**config.mk**
```make
export PLATFORM = sky130hd
export DESIGN_NAME = inst_fetch_flat
export DESIGN_NICKNAME = d
export VERILOG_FILES = /design/src/rtl/inst_fetch_if.sv /design/src/rtl/inst_fetch.sv /design/src/flat_wrapper.sv
export SDC_FILE = /design/constraint.sdc
export NUM_CORES = 1
export LEC_CHECK = 0
export CORE_MARGIN = 5
export CORE_UTILIZATION = 49
export DETAILED_ROUTE_END_ITERATION = 6
export PLACE_DENSITY_LB_ADDON = 0.3
export SKIP_LAST_GASP = 1
export SLEW_MARGIN = 40
export SYNTH_ARGS = -nofsm -noshare
export SYNTH_HDL_FRONTEND = slang
export SYNTH_SLANG_ARGS = --single-unit
```
**constraint.sdc**
```tcl
create_clock -name clk -period 7.2 [get_ports clk]
set_input_delay 1.8 -clock clk [delete_from_list [all_inputs] [get_ports clk]]
set_output_delay 1.8 -clock clk [all_outputs]
set_load 0.01 [all_outputs]
```
**src/rtl/inst_fetch_if.sv**
```systemverilog
// Fetch-side bundle: ROM request/response, ID redirect and the ID handshake.
// The fetch unit takes the master modport; the ROM/ID side takes the slave modport.
interface inst_fetch_if #(
    parameter int ADDR_W = 32,
    parameter int DATA_W = 32
);
    logic              rom_ce;
    logic [ADDR_W-1:0] rom_addr;
    logic [DATA_W-1:0] rom_inst;
    logic              branch_flag;
    logic [ADDR_W-1:0] branch_target_address;
    logic              out_valid;
    logic              out_ready;
    logic [ADDR_W-1:0] out_pc;
    logic [DATA_W-1:0] out_inst;

    modport master (
        output rom_ce, rom_addr, out_valid, out_pc, out_inst,
        input  rom_inst, branch_flag, branch_target_address, out_ready
    );

    modport slave (
        input  rom_ce, rom_addr, out_valid, out_pc, out_inst,
        output rom_inst, branch_flag, branch_target_address, out_ready
    );
endinterface

```
**src/rtl/inst_fetch.sv**
```systemverilog
// Instruction fetch: PC register, zero-latency ROM access, small tagged FIFO to ID.
// A branch from ID flushes the FIFO and reloads the PC.
module inst_fetch #(
    parameter int                ADDR_W   = 32,
    parameter int                DATA_W   = 32,
    parameter logic [ADDR_W-1:0] RESET_PC = 32'h0000_0000,
    parameter int                DEPTH    = 2
) (
    input logic          clk,
    input logic          rst,
    inst_fetch_if.master bus
);
    localparam int PTR_W = (DEPTH > 1) ? $clog2(DEPTH) : 1;
    localparam int CNT_W = PTR_W + 1;

    typedef enum logic {HOLD, RUN} state_t;

    typedef struct packed {
        logic [ADDR_W-1:0] pc;
        logic [DATA_W-1:0] inst;
    } entry_t;

    state_t            state, state_nxt;
    logic [ADDR_W-1:0] pc;
    logic [PTR_W-1:0]  rd_ptr, wr_ptr;
    logic [CNT_W-1:0]  count;
    logic              push, pop, empty;
    entry_t            mem [DEPTH];
    entry_t            head;

    assign empty = (count == '0);
    assign head  = mem[rd_ptr];

    always_comb begin
        state_nxt = state;
        push      = 1'b0;
        pop       = 1'b0;
        case (state)
            HOLD:    state_nxt = RUN;
            RUN:     state_nxt = RUN;
            default: state_nxt = HOLD;
        endcase
        // Branch wins over both ends of the FIFO in its cycle.
        push = (state == RUN) && (count < CNT_W'(DEPTH)) && !bus.branch_flag;
        pop  = !empty && !bus.branch_flag && bus.out_ready;
    end

    assign bus.rom_ce    = push;
    assign bus.rom_addr  = pc;
    assign bus.out_valid = !empty && !bus.branch_flag;
    // Storage is not reset, so gate the head to keep X off the outputs.
    assign bus.out_pc    = empty ? '0 : head.pc;
    assign bus.out_inst  = empty ? '0 : head.inst;

    always_ff @(posedge clk or negedge rst) begin
        if (!rst) begin
            state  <= HOLD;
            pc     <= RESET_PC;
            rd_ptr <= '0;
            wr_ptr <= '0;
            count  <= '0;
        end else begin
            state <= state_nxt;
            if (bus.branch_flag) begin
                pc     <= bus.branch_target_address & ~ADDR_W'(3);
                rd_ptr <= '0;
                wr_ptr <= '0;
                count  <= '0;
            end else begin
                if (push) begin
                    pc     <= pc + ADDR_W'(4);
                    wr_ptr <= wr_ptr + PTR_W'(1);
                end
                if (pop) rd_ptr <= rd_ptr + PTR_W'(1);
                if (push && !pop)      count <= count + CNT_W'(1);
                else if (pop && !push) count <= count - CNT_W'(1);
            end
        end
    end

    always_ff @(posedge clk) begin
        if (push) mem[wr_ptr] <= '{pc: pc, inst: bus.rom_inst};
    end
endmodule

```
**src/flat_wrapper.sv**
```systemverilog
// flat-port wrapper written by rule: the top's interface ports become plain ports
module inst_fetch_flat 
#(
    parameter int                ADDR_W   = 32,
    parameter int                DATA_W   = 32,
    parameter logic [ADDR_W-1:0] RESET_PC = 32'h0000_0000,
    parameter int                DEPTH    = 2
)
  (clk, rst, bus_rom_ce, bus_rom_addr, bus_out_valid, bus_out_pc, bus_out_inst, bus_rom_inst, bus_branch_flag, bus_branch_target_address, bus_out_ready);
  inst_fetch_if #(.ADDR_W(ADDR_W), .DATA_W(DATA_W)) bus_i ();
  input logic clk;
  input logic rst;
  output wire logic [$bits(bus_i.rom_ce)-1:0] bus_rom_ce;
  output wire logic [$bits(bus_i.rom_addr)-1:0] bus_rom_addr;
  output wire logic [$bits(bus_i.out_valid)-1:0] bus_out_valid;
  output wire logic [$bits(bus_i.out_pc)-1:0] bus_out_pc;
  output wire logic [$bits(bus_i.out_inst)-1:0] bus_out_inst;
  input wire logic [$bits(bus_i.rom_inst)-1:0] bus_rom_inst;
  input wire logic [$bits(bus_i.branch_flag)-1:0] bus_branch_flag;
  input wire logic [$bits(bus_i.branch_target_address)-1:0] bus_branch_target_address;
  input wire logic [$bits(bus_i.out_ready)-1:0] bus_out_ready;
  assign bus_rom_ce = bus_i.rom_ce;
  assign bus_rom_addr = bus_i.rom_addr;
  assign bus_out_valid = bus_i.out_valid;
  assign bus_out_pc = bus_i.out_pc;
  assign bus_out_inst = bus_i.out_inst;
  assign bus_i.rom_inst = bus_rom_inst;
  assign bus_i.branch_flag = bus_branch_flag;
  assign bus_i.branch_target_address = bus_branch_target_address;
  assign bus_i.out_ready = bus_out_ready;
  inst_fetch #(.ADDR_W(ADDR_W), .DATA_W(DATA_W), .RESET_PC(RESET_PC), .DEPTH(DEPTH)) u_core (.clk(clk), .rst(rst), .bus(bus_i));
endmodule
```
## After elaboration in Yosys (flattened, before gate mapping)

Memory sizes are Yosys's and may differ from the RTL's.
Index checks and enable logic that the tools add are counted.

- Memories kept: 1
- Output and inout port bits: 98
- Memory bits (writable): 128
- Logic and storage cells: 39
- Flip-flop bits (word level): 37

- Mux-type cells: 13
- Reduce and logical (&&, ||, !) cells: 14
- Add/subtract/negate cells: 5
- Magnitude comparators: 1

Memories:

| name | depth | width | read ports | clocked after Yosys merged registers in | wr ports | line | text |
|---|---|---|---|---|---|---|---|
| u_core.mem | 2 | 64 | 1 | 0 | 1 | inst_fetch.sv:28 | `entry_t mem [DEPTH];` |

Operators by type and width:

| cell | count |
|---|---|
| $mux 32 | 4 |
| $add 32x3->32 const B | 1 |
| $logic_and 1x1->1 | 6 |
| $mux 1 | 6 |
| $mux 2 | 3 |
| $logic_not 1->1 | 4 |
| $reduce_bool 2->1 | 2 |
| $reduce_bool 3->1 | 1 |
| $add 1x1->1 const B | 2 |
| $add 2x1->2 const B | 1 |
| $logic_not 2->1 | 1 |
| $lt 2x2->1 const B | 1 |
| $sub 2x1->2 const B | 1 |

## Depth between registers and ports, before layout

Gate-level depths: netlist (run 1).

- Depth in word-level cells: 8
- Depth in mapped cells: 6

## Worst setup path after synthesis (run 1)

OpenSTA, ideal clock, no wires.

- Path kind: input -> register
- Start point: in bus_branch_flag
- End point: mem u_core.mem[0][0] in the netlist's numbering, enable pin
- Cell stages on the path: 4
- Path buffers: 3
- Slack: -11 ps
- Data arrival time: 6,652 ps
- Path through: clkbuf_1 -> clkbuf_1 -> clkbuf_1 -> nor3_1

- Word-level cells in the longest chain between the ends: 4

RTL lines:

| item | line | text |
|---|---|---|
| start, declared | flat_wrapper.sv:19 | `input wire logic [$bits(bus_i.branch_flag)-1:0] bus_branch_flag;` |
| $logic_not 1->1 | inst_fetch.sv:44 | `push = (state == RUN) && (count < CNT_W'(DEPTH)) && !bus.branch_flag;` |
| $logic_and 1x1->1 | inst_fetch.sv:44 |  |
| $mux 1 | inst_fetch.sv:82 | `if (push) mem[wr_ptr] <= '{pc: pc, inst: bus.rom_inst};` |
| $mux 1 (implied by the code) | inst_fetch.sv:82 |  |
| end, declared | inst_fetch.sv:28 |  |

No other way between the ends.

## Worst setup path in the final report (run 1)

- Start point: in bus_branch_flag
- End point: out bus_out_valid

- Word-level cells in the longest chain between the ends: 2

RTL lines:

| item | line | text |
|---|---|---|
| $logic_not 1->1 | inst_fetch.sv:50 | `assign bus.out_valid = !empty && !bus.branch_flag;` |
| $logic_and 1x1->1 | inst_fetch.sv:50 |  |
| end, declared | flat_wrapper.sv:15 | `output wire logic [$bits(bus_i.out_valid)-1:0] bus_out_valid;` |

No other way between the ends.

==> impl_results.md, run 1 <==
* Distinct cells, synth at 39
* Worst hold endpoint: u_core.mem[0][63]
* Hold path start: u_core.bus.rom_addr[31]
* Number of failing hold endpoints at the final stage at 0
* Vias after detailed routing at 4536
* Fin Setup TNS at 0 ns
* Share of cells above drive strength 1 at 6.90%
* Most frequent CP cell: sky130_fd_sc_hd__clkdlybuf4s50_1
* Share of Yosys cell area claimed by the top area cell type at 55.5%
* Worst hold path stage count at 0
* Vias in the first global route at 4687
* DRC at 0
* Min cycle time layout at 5.06 ns
* Required time of the critical path at 5.40 ns
* Cell depth of the worst flop-to-flop path at 3
* Die area at 16100 sq um
* Max-cap violation count at 0
* ANT cells at 0
* Clk_skew at 0.00849 ns
* Horiz. Die Dim at 127 microns
* Number of DRC markers in iteration 0 at 279
* Total track usage at 18.9%
* Synth Register Bits at 159
* Critical R2R Launch: u_core.state
* Worst hold path type: reg2reg
* Final net count at 723
* Detailed Place HPWL at 9.98 mm
* Top cell type by total area after synthesis: sky130_fd_sc_hd__edfxtp_1
* Multi-input combinational cell area at 1980 sq um
* Total of warnings raised by yosys at 0
* Status: finished, final reports clean
* Worst rel slew slack at 52.1%
* Synth top area cells: sky130_fd_sc_hd__edfxtp_1 55%, sky130_fd_sc_hd__dfrtp_1 13%, sky130_fd_sc_hd__mux2i_1 9.4%
* Peak supply drop at 0.000139 V
* Placer Congestion at 0.755
* First-pass GRT wire length at 24.0 mm
* Hold_buf cts at 0
* Cell family with most CP delay: buffers and inverters
* Via-per-instance ratio at 5.38
* Number of core rows at 42
* Detailed-router iteration count before antenna repair at 5
* Post-detailed-route wirelength per cell at 17.9 microns
* Root cell of the clock tree: sky130_fd_sc_hd__clkbuf_16
* Insertion delay to the later sink of the worst-skew pair at 0.41 ns
* Leak Pwr at 3.11 nW
* Placement-stage worst setup slack at 2.16 ns
* Total chip power at 2.29 mW
* Critical Path End Type: output pin
* Core area at 13300 sq um
* CTS resizes at 0
* Mean cell area of the mapped netlist at 13.5 sq um
* Number of fillers in the final layout at 986
* Post-Route WL at 15.1 mm
* Number of clock sinks seen by CTS at 159
* Die height at 127 microns
* Internal reg-to-reg setup slack at 4.83 ns
* Number of buffers added by the clock tree synthesis step at 17
* Transition time at the pin with the least slew margin at 0.717 ns
* Leading cell type in the layout, fill and taps excluded: sky130_fd_sc_hd__clkdlybuf4s50_1
* Register area share after synthesis at 68.5%
* Remaining antenna violation count after routing at 0
* Register area at 4600 sq um
* Growth of design area from synthesis to finish at 35.4%
* Biggest fanout along the worst timing path at 46
* Ordered list of cells on the worst path: clkdlybuf4s50_1 > buf_4 > nor2_1 > clkdlybuf4s50_1
* Clock tree buffer depth at 2
* Total buffers and inverters traversed by the critical path at 3
* Capturing point of the worst reg2reg path: u_core.mem[1][3]
* Setup Viol. Count Final at 0
* Global route overflow at 0
* F_max at 0.197 GHz
* Number of top-level pins at 166
* Clock input transition at the sequential cells of the worst setup and hold paths at 0.06 ns
* Setup repair after global routing missed its margin: false
* Number of standard cells after synthesis at 497
* PD cells at 253 nW/um^2
* Worst setup path category: in2out
* Most frequent cells in the layout: 158 x sky130_fd_sc_hd__clkdlybuf4s50_1, 124 x sky130_fd_sc_hd__edfxtp_1, 84 x sky130_fd_sc_hd__nor2_1, 63 x sky130_fd_sc_hd__mux2i_1, 34 x sky130_fd_sc_hd__dfrtp_1
* Startpoint type of the worst setup path: input pin
* Htree depth at 4
* Count of input and output buffers at 159
* Crit share post-route at 70.3%
* Maximum number of pins on one net before global-route repair at 63
* Final Worst Setup Slack at 2.14 ns
* Effective utilization at floorplan at 50.3%
* Data arrival time of the critical path at 3.26 ns
* Slowest CP cell: sky130_fd_sc_hd__clkdlybuf4s50_1
* Largest stage delay, worst path at 0.50 ns
* Initial antenna violation count at 0
* Total standard cell area after synthesis at 6710 sq um
* Number of pins with negative max-slew slack in the final report at 0
* Post-CTS setup-driven buffer insertion count at 0
* Clock tree from TritonCTS: done
-- area by class of cell --
class	count	share of cell area, %
sequential	159	50.7
multi-input combinational	306	21.8
timing repair buffer	165	18.4
clock buffer	21	4.96
tap	176	2.42
clock inverter	11	1.47
inverter	5	0.207
-- synthesized netlist by cell type --
| cell type | number |
|---|---|
| sky130_fd_sc_hd__edfxtp_1 | 124 |
| sky130_fd_sc_hd__nor2_1 | 85 |
| sky130_fd_sc_hd__mux2i_1 | 63 |
| sky130_fd_sc_hd__dfrtp_1 | 35 |
| sky130_fd_sc_hd__nand2_1 | 28 |
| sky130_fd_sc_hd__clkbuf_1 | 22 |
| sky130_fd_sc_hd__o21ai_0 | 18 |
| sky130_fd_sc_hd__or4_1 | 13 |
| sky130_fd_sc_hd__a31oi_1 | 11 |
| sky130_fd_sc_hd__nand3_1 | 11 |
| sky130_fd_sc_hd__xnor2_1 | 11 |
| sky130_fd_sc_hd__o31ai_1 | 10 |
| sky130_fd_sc_hd__nand4_1 | 7 |
| sky130_fd_sc_hd__nor3_1 | 7 |
| sky130_fd_sc_hd__a21oi_1 | 4 |
| sky130_fd_sc_hd__and4_1 | 4 |
| sky130_fd_sc_hd__buf_4 | 4 |
| sky130_fd_sc_hd__inv_1 | 4 |
| sky130_fd_sc_hd__nor4_1 | 4 |
| sky130_fd_sc_hd__xor2_1 | 4 |
| sky130_fd_sc_hd__and3_1 | 3 |
| sky130_fd_sc_hd__o211ai_1 | 3 |
| sky130_fd_sc_hd__buf_2 | 2 |
| sky130_fd_sc_hd__buf_6 | 2 |
| sky130_fd_sc_hd__conb_1 | 2 |
| sky130_fd_sc_hd__nor2b_1 | 2 |
| sky130_fd_sc_hd__or3_4 | 2 |
| sky130_fd_sc_hd__a211o_1 | 1 |
| sky130_fd_sc_hd__and2_1 | 1 |
| sky130_fd_sc_hd__ha_1 | 1 |
| sky130_fd_sc_hd__inv_2 | 1 |
| sky130_fd_sc_hd__nand2b_1 | 1 |
| sky130_fd_sc_hd__nand3b_4 | 1 |
| sky130_fd_sc_hd__nand4_4 | 1 |
| sky130_fd_sc_hd__nand4b_4 | 1 |
| sky130_fd_sc_hd__nor3b_1 | 1 |
| sky130_fd_sc_hd__nor4b_1 | 1 |
| sky130_fd_sc_hd__o311a_1 | 1 |
| sky130_fd_sc_hd__or3_1 | 1 |
-- power breakdown --
group	switching [mW]	leakage, nW	internal (mW)	total, mW
sequential	0.0487	1.55	1.05	1.10
clock	0.356	0.270	0.524	0.879
combinational	0.148	1.29	0.167	0.315
-- worst reg2reg max path: cells and delay by family, from the launching register on --
kind	cells	cell delay [ns]
simple gates	2	1.30
buf+inv	1	0.27
flops	1	0.48
-- state kept, by name, summed over array words and instances, names as in the netlist --
register / flops
u_core.mem: 124
u_core.bus.rom_addr: 30
u_core.count: 2
u_core.rd_ptr: 1
u_core.state: 1
u_core.wr_ptr: 1
-- worst max path at each step --
stage / start / slack [ns] / cells past startpoint / end
after floorplan: bus_branch_flag / 1.89 / 4 / u_core.mem[0][0]
after global placement: bus_branch_flag / 2.17 / 4 / bus_rom_ce
after detailed placement: bus_branch_flag / 2.16 / 4 / bus_out_valid
after CTS: bus_branch_flag / 2.15 / 4 / bus_out_valid
after global routing: bus_branch_flag / 2.06 / 4 / bus_out_valid
final: bus_branch_flag / 2.14 / 4 / bus_out_valid
-- per-stage QoR --
step	instance area [sq um]	std cells	hold WS, ns	util [%]
finish	9080	843	0.557	68.1
floorplan	6730	500	0.543	-
detailed placement	8490	811	0.550	63.6
global placement	8430	808	0.534	63.2
global route	9080	843	0.580	68.1
CTS	9080	843	0.561	68.0
-- kinds of logic after synthesis --
| family | Yosys count | synth area share [%] |
|---|---|---|
| compound gates | 48 | 4.40 |
| xor+xnor | 15 | 1.96 |
| fa+ha+maj | 1 | 0.186 |
| buf+inv | 35 | 2.44 |
| flops | 159 | 68.5 |
| mux | 63 | 9.40 |
| other cells | 2 | 0.112 |
| simple gates | 174 | 13.0 |
-- metal layers --
metal	vias to the layer above	global-route usage, %	wire length (microns)
met5	-	0	0
met3	11	4.72	755
li1	2153	-	-
met1	2223	24.1	6390
met4	0	5.99	188
met2	149	31.8	7750
Note: power is estimated with default switching activity, not from simulation.
==> inputs of run 2 (changes only) <==
--- a/config.mk
+++ b/config.mk
@@ -6,7 +6,7 @@
 export NUM_CORES = 1
 export LEC_CHECK = 0
 export CORE_MARGIN = 5
-export CORE_UTILIZATION = 49
+export CORE_UTILIZATION = 45
 export DETAILED_ROUTE_END_ITERATION = 6
 export PLACE_DENSITY_LB_ADDON = 0.3
 export SKIP_LAST_GASP = 1
==> constraint.sdc (replaced) <==
create_clock -name clk -period 4.5 [get_ports clk]
set_input_delay 1.125 -clock clk [delete_from_list [all_inputs] [get_ports clk]]
set_output_delay 1.125 -clock clk [all_outputs]
set_load 0.01 [all_outputs]
==> run 2 against run 1 <==
  * Combinational power up 57%
  * Sequential power up 61%
  * Die area up 8.2%
  * Clock-buffer cell count unchanged
  * Clock skew rose by 0.00087 ns
  * Sequential share of layout area down 0.17 points
  * Power up 60%
  * Critical endpoint is now bus_out_pc[17]
  * Register-to-register slack got worse by 2.7 ns
  * Largest cell class unchanged
==> impl_results.md, run 2 (synthesis results as in run 1) <==
* Number of DRC markers in iteration 0 at 241 (was 279)
* Setup repair after global routing missed its margin: false (unchanged)
* Remaining antenna violation count after routing at 0 (unchanged)
* First-pass GRT wire length at 24.2 mm (was 24.0 mm)
* Biggest fanout along the worst timing path at 41 (was 46)
* Leak Pwr at 3.14 nW (was 3.11 nW)
* Ordered list of cells on the worst path: buf_4 > mux2i_1 > nor2_1 > clkdlybuf4s50_1 (was clkdlybuf4s50_1 > buf_4 > nor2_1 > clkdlybuf4s50_1)
* Clk_skew at 0.00935 ns (was 0.00849 ns)
* Number of clock sinks seen by CTS at 159 (unchanged)
* Register containing the most flip-flops in the final layout: u_core.mem (unchanged)
* Number of buffers added by the clock tree synthesis step at 17 (unchanged)
* Worst setup path category: reg2out (was in2out)
* Clock input transition at the sequential cells of the worst setup and hold paths at 0.06 ns (about the same)
* Max-cap violation count at 0 (unchanged)
* Clock tree buffer depth at 2 (unchanged)
* Placer Congestion at 0.726 (was 0.755)
* Internal reg-to-reg setup slack at 2.17 ns (was 4.83 ns)
* Dpl cell area at 8530 sq um (was 8490 sq um)
* Insertion delay to the later sink of the worst-skew pair at 0.42 ns (was 0.41 ns)
* ANT cells at 0 (unchanged)
* Via-per-instance ratio at 5.25 (was 5.38)
* Horiz. Die Dim at 132 microns (was 127 microns)
* Number of fillers in the final layout at 1145 (was 986)
* Hold path start: u_core.bus.rom_addr[23] (was u_core.bus.rom_addr[31])
* DRC at 0 (unchanged)
* Critical Path End Type: output pin (unchanged)
* Root cell of the clock tree: sky130_fd_sc_hd__clkbuf_16 (unchanged)
* Effective utilization at floorplan at 46.0% (was 50.3%)
* Total track usage at 17.4% (was 18.9%)
* Worst hold path type: reg2reg (unchanged)
* Worst hold path stage count at 0 (unchanged)
* Htree depth at 4 (unchanged)
* Share of cells above drive strength 1 at 7.45% (was 6.90%)
* Core area at 14600 sq um (was 13300 sq um)
* Clock tree from TritonCTS: done (unchanged)
* Worst hold endpoint: u_core.mem[1][55] (was u_core.mem[0][63])
* Hold_buf cts at 0 (unchanged)
* Most frequent cells in the layout: 158 x sky130_fd_sc_hd__clkdlybuf4s50_1, 124 x sky130_fd_sc_hd__edfxtp_1, 84 x sky130_fd_sc_hd__nor2_1, 63 x sky130_fd_sc_hd__mux2i_1, 34 x sky130_fd_sc_hd__dfrtp_1 (unchanged)
* Number of failing hold endpoints at the final stage at 0 (unchanged)
* Number of pins with negative max-slew slack in the final report at 0 (unchanged)
* Worst rel slew slack at 49.5% (was 52.1%)
* PD cells at 403 nW/um^2 (was 253 nW/um^2)
* Leading cell type in the layout, fill and taps excluded: sky130_fd_sc_hd__clkdlybuf4s50_1 (unchanged)
* Cell depth of the worst flop-to-flop path at 3 (unchanged)
* Capturing point of the worst reg2reg path: u_core.mem[1][42] (was u_core.mem[1][3])
* Vias after detailed routing at 4486 (was 4536)
* Largest stage delay, worst path at 0.93 ns (was 0.50 ns)
* Growth of design area from synthesis to finish at 35.8% (was 35.4%)
* Startpoint type of the worst setup path: flip-flop (was input pin)
* Required time of the critical path at 3.38 ns (was 5.40 ns)
* Count of input and output buffers at 159 (unchanged)
* Peak supply drop at 0.000230 V (was 0.000139 V)
* Data arrival time of the critical path at 2.50 ns (was 3.26 ns)
* Die area at 17500 sq um (was 16100 sq um)
* Number of core rows at 44 (was 42)
* Die height at 132 microns (was 127 microns)
* Detailed Place HPWL at 10.2 mm (was 9.98 mm)
* Vias in the first global route at 4519 (was 4687)
* Initial antenna violation count at 0 (unchanged)
* Transition time at the pin with the least slew margin at 0.757 ns (was 0.717 ns)
* Number of flip-flops under the largest register name at 124 (unchanged)
* Final net count at 727 (was 723)
* Post-CTS setup-driven buffer insertion count at 0 (unchanged)
* Post-Route WL at 15.0 mm (was 15.1 mm)
* Slowest CP cell: sky130_fd_sc_hd__dfrtp_4 (was sky130_fd_sc_hd__clkdlybuf4s50_1)
* F_max at 0.276 GHz
* Min cycle time layout at 3.62 ns
* Maximum number of pins on one net before global-route repair at 42 (was 63)
* Critical R2R Launch: u_core.state (unchanged)
* Global route overflow at 0 (unchanged)
* Post-detailed-route wirelength per cell at 17.6 microns (was 17.9 microns)
* Status: finished, final reports clean (unchanged)
* Design Area, Final at 9110 sq um (was 9080 sq um)
* Number of top-level pins at 166 (unchanged)
* Fin Setup TNS at 0 ns (unchanged)
* Setup Viol. Count Final at 0 (unchanged)
* Crit share post-route at 80.5%
* Detailed-router iteration count before antenna repair at 4 (was 5)
* CTS resizes at 0 (unchanged)
==> run 2: critical path, delay by kind of cell, from the launching register on <==
kind,cells,cell delay [ns]
DFF,1,0.93
buffers and inverters,2,0.92
muxes,1,0.11
and+or+nand+nor,1,0.11
==> run 2: cell type report <==
type | count | area, sq um | area share [%]
clock buffer | 21 | 450 | 4.94
clock inverter | 11 | 133 | 1.46
inverter | 5 | 18.8 | 0.206
multi-input combinational | 306 | 1980 | 21.7
sequential | 159 | 4600 | 50.5
tap | 184 | 230 | 2.53
timing repair buffer | 169 | 1700 | 18.6
==> run 2: stage by stage <==
step           utilization, %  setup slack, ns  cells  hold slack [ns]  total power [mW]
2_1_floorplan               -            0.789    500            0.550              2.00
3_3_place_gp             58.1             1.00    821            0.544              2.28
3_5_place_dp             58.5            0.994    823            0.549              2.30
4_1_cts                  62.5            0.820    855            0.566              3.71
5_1_grt                  62.5            0.729    855            0.594              3.81
6_report                 62.5            0.878    855            0.555              3.67
==> run 2: worst max-delay path by stage <==
stage / start / cells after the start / endpoint / slack (ns)
after global placement: bus_branch_flag / 4 / bus_rom_ce / 1.00
after detailed placement: bus_branch_flag / 4 / bus_out_valid / 0.99
after floorplan: bus_branch_flag / 4 / u_core.mem[0][0] / 0.79
after CTS: u_core.rd_ptr / 4 / bus_out_pc[18] / 0.82
final: u_core.rd_ptr / 4 / bus_out_pc[17] / 0.88
after global routing: u_core.rd_ptr / 4 / bus_out_pc[27] / 0.73
==> run 2: report_power, final <==
part / switching [mW] / internal [mW] / leakage (nW)
combinational: 0.225 / 0.271 / 1.31
sequential: 0.0906 / 1.68 / 1.55
clock: 0.568 / 0.837 / 0.278
total: 0.884 / 2.79 / 3.14
==> run 2: per-layer routing <==
| layer | vias up | wire length (microns) | track usage, % |
|---|---|---|---|
| met2 | 135 | 7530 | 29.2 |
| li1 | 2162 | - | - |
| met3 | 15 | 803 | 4.39 |
| met4 | 0 | 176 | 6.06 |
| met5 | - | 0 | 0 |
| met1 | 2174 | 6540 | 22.0 |
